===== config.mk =====
export PLATFORM = sky130hd
export DESIGN_NAME = mem_stage
export DESIGN_NICKNAME = d
export VERILOG_FILES = /design/src/rtl/mem_stage.sv
export SDC_FILE = /design/constraint.sdc
export NUM_CORES = 1
export LEC_CHECK = 0
export ABC_CLOCK_PERIOD_IN_PS = 2070
export CORE_MARGIN = 1
export CORE_UTILIZATION = 35
export CTS_CLUSTER_DIAMETER = 60
export DETAILED_ROUTE_END_ITERATION = 10
export PLACE_DENSITY_LB_ADDON = 0.05
export SLEW_MARGIN = 20
export SYNTH_ARGS = -nofsm -noshare
export SYNTH_HDL_FRONTEND = slang
export SYNTH_SLANG_ARGS = --single-unit

===== constraint.sdc =====
create_clock -name clk -period 2.07 [get_ports clk]
set_input_delay 0.414 -clock clk [delete_from_list [all_inputs] [get_ports clk]]
set_output_delay 0.414 -clock clk [all_outputs]
set_load 0.01 [all_outputs]

===== src/rtl/mem_stage.sv =====
// Memory-access stage: forms load/store requests for the data port, holds them
// until the response, stalls the pipeline meanwhile and latches late read data.
module mem_stage (
    input  logic        clk,
    input  logic        rst,
    input  logic        valid,
    input  logic        mem_read,
    input  logic        mem_write,
    input  logic [2:0]  funct3,
    input  logic [31:0] alu_res,
    input  logic [31:0] rs2_data,
    input  logic        advance,
    output logic [31:0] dmem_address,
    output logic        dmem_read,
    output logic        dmem_write,
    output logic [3:0]  dmem_wmask,
    output logic [31:0] dmem_wdata,
    input  logic [31:0] dmem_rdata,
    input  logic        dmem_resp,
    output logic [31:0] mem_rdata,
    output logic [1:0]  bit_shift,
    output logic [3:0]  wmask_out,
    output logic [3:0]  rmask_out,
    output logic [31:0] write_data,
    output logic        trap,
    output logic        mem_stall
);

    typedef enum logic [1:0] {IDLE, BUSY, DONE} state_t;

    state_t      state;
    logic [31:0] rdata_hold;
    logic [3:0]  base_mask;
    logic [3:0]  mask;
    logic        access;
    logic        op;
    logic        req_phase;

    // Sign of the load is applied in writeback; only the width matters here.
    logic        unused_sign;
    assign unused_sign = funct3[2];

    always_comb begin
        base_mask = 4'b0000;
        case (funct3[1:0])
            2'b00:   base_mask = 4'b0001;
            2'b01:   base_mask = 4'b0011;
            2'b10:   base_mask = 4'b1111;
            default: base_mask = 4'b0000;
        endcase
    end

    assign mask   = 4'(base_mask << alu_res[1:0]);
    assign access = valid & (mem_read | mem_write);
    assign trap   = access & (((funct3[1:0] == 2'b01) & alu_res[0]) |
                              ((funct3[1:0] == 2'b10) & (alu_res[1:0] != 2'b00)));
    assign op     = access & ~trap;

    assign dmem_address = {alu_res[31:2], 2'b00};
    assign bit_shift    = alu_res[1:0];
    assign rmask_out    = (mem_read  & ~trap) ? mask : 4'b0000;
    assign wmask_out    = (mem_write & ~trap) ? mask : 4'b0000;
    assign dmem_wmask   = wmask_out;
    assign write_data   = rs2_data << {alu_res[1:0], 3'b000};
    assign dmem_wdata   = write_data;

    // Request stays up from issue until the response; never reissued from DONE.
    assign req_phase  = ((state == IDLE) & op) | (state == BUSY);
    assign dmem_read  = ~rst & mem_read  & req_phase;
    assign dmem_write = ~rst & mem_write & req_phase;
    assign mem_stall  = ~rst & req_phase & ~dmem_resp;

    assign mem_rdata  = (state == DONE) ? rdata_hold : dmem_rdata;

    always_ff @(posedge clk) begin
        if (rst) begin
            state      <= IDLE;
            rdata_hold <= 32'h0;
        end else begin
            case (state)
                IDLE: begin
                    if (op & dmem_resp & ~advance) begin
                        state      <= DONE;
                        rdata_hold <= dmem_rdata;
                    end else if (op & ~dmem_resp) begin
                        state <= BUSY;
                    end
                end
                BUSY: begin
                    if (dmem_resp) begin
                        if (advance) begin
                            state <= IDLE;
                        end else begin
                            state      <= DONE;
                            rdata_hold <= dmem_rdata;
                        end
                    end
                end
                DONE: begin
                    if (advance) state <= IDLE;
                end
                default: state <= IDLE;
            endcase
        end
    end

endmodule


==> metrics.txt <==
status=finished clean; grt total ovfl=0; Slew HR=0.6317; Distinct cells, synth=31; CP Capture Type=output pin; Final period util=0.9752; GRT Max-Usage Layer=met2; drt total wl=10290 microns; synthesized flop and latch total=34; antenna violations before repair=0; drt drc=0; Sink Count=34; FF-to-FF setup slack=approximately 0.45 ns; DR pass1 iterations=4; Die H=~99 microns; synthesized instance count=approximately 380; share of layout cells above drive strength 1=0.3037; Yosys top cell by area=dfxtp_1; top-count cell post-synth=buf_4; max-slew violation count=0; NetSw=slightly below 700 uW; die area=slightly below 0.01 sq mm; IO Count=between 200 and 300; Commonest cells post-synth=buf_4 (74), inv_1 (36), dfxtp_1 (34), nand2b_1 (34), mux2_2 (32); crit path to=mem_rdata[24]; met3 GRT Util=0.05903; count of yosys warnings during synthesis=0; Clock Pin Slew Worst Setup and Hold Paths=~0.070 ns; Hold Path Class=flop to flop; mapped cell area=roughly 0.0033 sq mm; # diodes=0; core area=between 0.009 and 0.01 sq mm; Peak VDD IR=approximately 270 uV; global-route wire length before repair=between 15000 and 20000 microns; FFs w/ async S/R, synth=0; leakage power=roughly 2.3 nW; Logic pwr share=0.443; Mean Syn Cell Area=roughly 8.8 sq um; worst slack, placed=-0.8576 ns; GRT Util Overall=0.2043; cell row count=35; Critical Path AT=1.60 ns; upper clock frequency limit=roughly 0.5 GHz; Max Buffers Root-to-Sink=2; Initial Util=0.3592; worst path required time=1.66 ns; Pwr Density=around 400 mW/mm^2; Worst R2R End=state[1]; internal cell power=1.396 mW; Worst Hold Slack=just under 0.5 ns; element type at the critical path start=flop; endpoints failing hold=0; MaxCap Viol Count=0; clock share of power=0.228; final worst slack=roughly 0.05 ns; unrepaired setup endpoints after global routing=yes; Slew @ Worst Pin=0.5525 ns; clock root buffer=clkbuf_8; Final ANT Viol Nets=0; critical path peak fanout=6; Skew-Pair Late Insertion Delay=a little under 0.3 ns; CTS tree=yes; final total power=about 2.1 mW; Seq pwr share=0.329; H-Tree Depth=2; PortBufs=about 190; vias in the first global route=between 3000 and 4000; # nets final=about 630; prevailing post-synth register cell=dfxtp_1; RePlAce Congestion=about 0.83; Die W=between 90 and 100 microns; initial drt markers=56; post-synthesis sequential area ratio=0.2061; DP Area=just under 0.005 sq mm; Sw Ratio=0.3303; RR Startpoint=state[0]; post-DP HPWL=just under 8000 microns; origin of the worst setup path=state[0]; met1 Use GR=0.2447; number of buffers created by CTS=5; top cells by area, synth=dfxtp_1 (21%), buf_4 (17%), o32ai_2 (11%), mux2_2 (11%), nand2b_1 (6.4%); R2R depth=4; final setup vio count=0; pin count of the biggest net entering global routing=35; GRT met2 Usage=0.3572; Area Overhead vs Synth=57.35%; fin area=about 0.0052 sq mm; via count=around 3100; Clock Skews=0.01057 ns; average wire per standard cell=16.38 microns; Via-to-Cell Ratio=between 4 and 5; WS Path Type=flop to output pin; final period demand of the worst path=roughly 2 ns; Post-synth EDFFs=0; Synth top area share=0.2061; CTS Hold Buffers Added=0
## cells in the final DEF (no fill, tap or decap), types with 7 or more instances in the layout
cell type / Yosys / final
buf_4: 74 / 33
nand2_1: 9 / 8
mux2_2: 32 / 32
clkdlybuf4s15_1: 0 / 22
inv_1: 36 / 34
mux2i_1: 18 / 17
clkdlybuf4s50_1: 0 / 69
dlygate4sd2_1: 0 / 76
nor2_1: 18 / 11
dfxtp_1: 34 / 33
nor2b_1: 11 / 10
and2_1: 8 / 8
o32ai_1: 8 / 8
buf_12: 0 / 7
buf_2: 8 / 13
a211oi_1: 8 / 7
o32ai_2: 23 / 23
nand2b_1: 34 / 33
## through the flow
stage	cells	util	TNS, ns
final	628	0.5652	0
after global routing	628	0.5652	-0.06482
after CTS	624	0.5482	0
after detailed placement	611	0.5396	-53.92
after global placement	611	0.5396	-51.02
after floorplan	376	-	0
## area by class of cell
class	instances	area [sq um]
Multi-Input combinational cell	209	1986
Inverter	36	135.1
Clock inverter	1	7.507
Clock buffer	6	72.57
Fill cell	897	3999
Timing Repair Buffer	231	2176
Tap cell	111	138.9
Sequential cell	34	681.9
## registers in the layout, summed over array words and instances, names as in the netlist
signal and count:
rdata_hold 32, state 2
## how the worst min path moves through the flow
stage / startpoint / end / slack, ns / depth (start not counted)
after floorplan: rdata_hold[10] / rdata_hold[10] / 0.46 / 2
after global placement: rdata_hold[10] / rdata_hold[10] / 0.47 / 2
after detailed placement: rdata_hold[9] / rdata_hold[9] / 0.49 / 2
after CTS: rdata_hold[15] / rdata_hold[15] / 0.50 / 2
after global routing: rdata_hold[10] / rdata_hold[10] / 0.52 / 2
final: rdata_hold[15] / rdata_hold[15] / 0.49 / 2
## logic make-up (layout without fill, tap and decap cells)
kind of cell | Yosys count | in the layout | share of synthesized area
AND/OR/NAND/NOR | 88 | 88 | 0.1466
AO/OA/AOI/OAI | 66 | 66 | 0.2239
other | 1 | 2 | 0.001135
multiplexers | 50 | 50 | 0.1636
buffers and inverters | 133 | 274 | 0.2473
adder cells (fa/ha/maj) | 3 | 3 | 0.01136
flip-flops | 34 | 34 | 0.2061
## per-layer routing
metal / wire length [microns] / part of all wire
met4: 127 / 0.012
met5: 0 / 0
met2: 5106 / 0.50
met3: 776 / 0.075
met1: 4276 / 0.42
## critical path, cell delays in order (launching register included)
cell and delay, ns:
dfxtp_2 0.34, nand2b_4 0.20, buf_12 0.14, mux2_2 0.34
dlygate4sd2_1 0.30
## power by group through the flow
stage / combinational, mW / sequential, mW / clock (mW)
after floorplan: 0.539 / 0.698 / 0
final: 0.924 / 0.686 / 0.474
after global placement: 0.957 / 0.700 / 0
after detailed placement: 0.960 / 0.700 / 0
after global routing: 0.993 / 0.689 / 0.525
after CTS: 0.895 / 0.686 / 0.499
## timing repair
action / 4_1_cts / 5_1_grt
buffers inserted: 6 / 2
setup endpoints to repair: 146 / 40
pin swaps: 12 / 6
cloned: 0 / 2
gates resized for setup: 193 / 42
(Power assumes the default switching activity.)
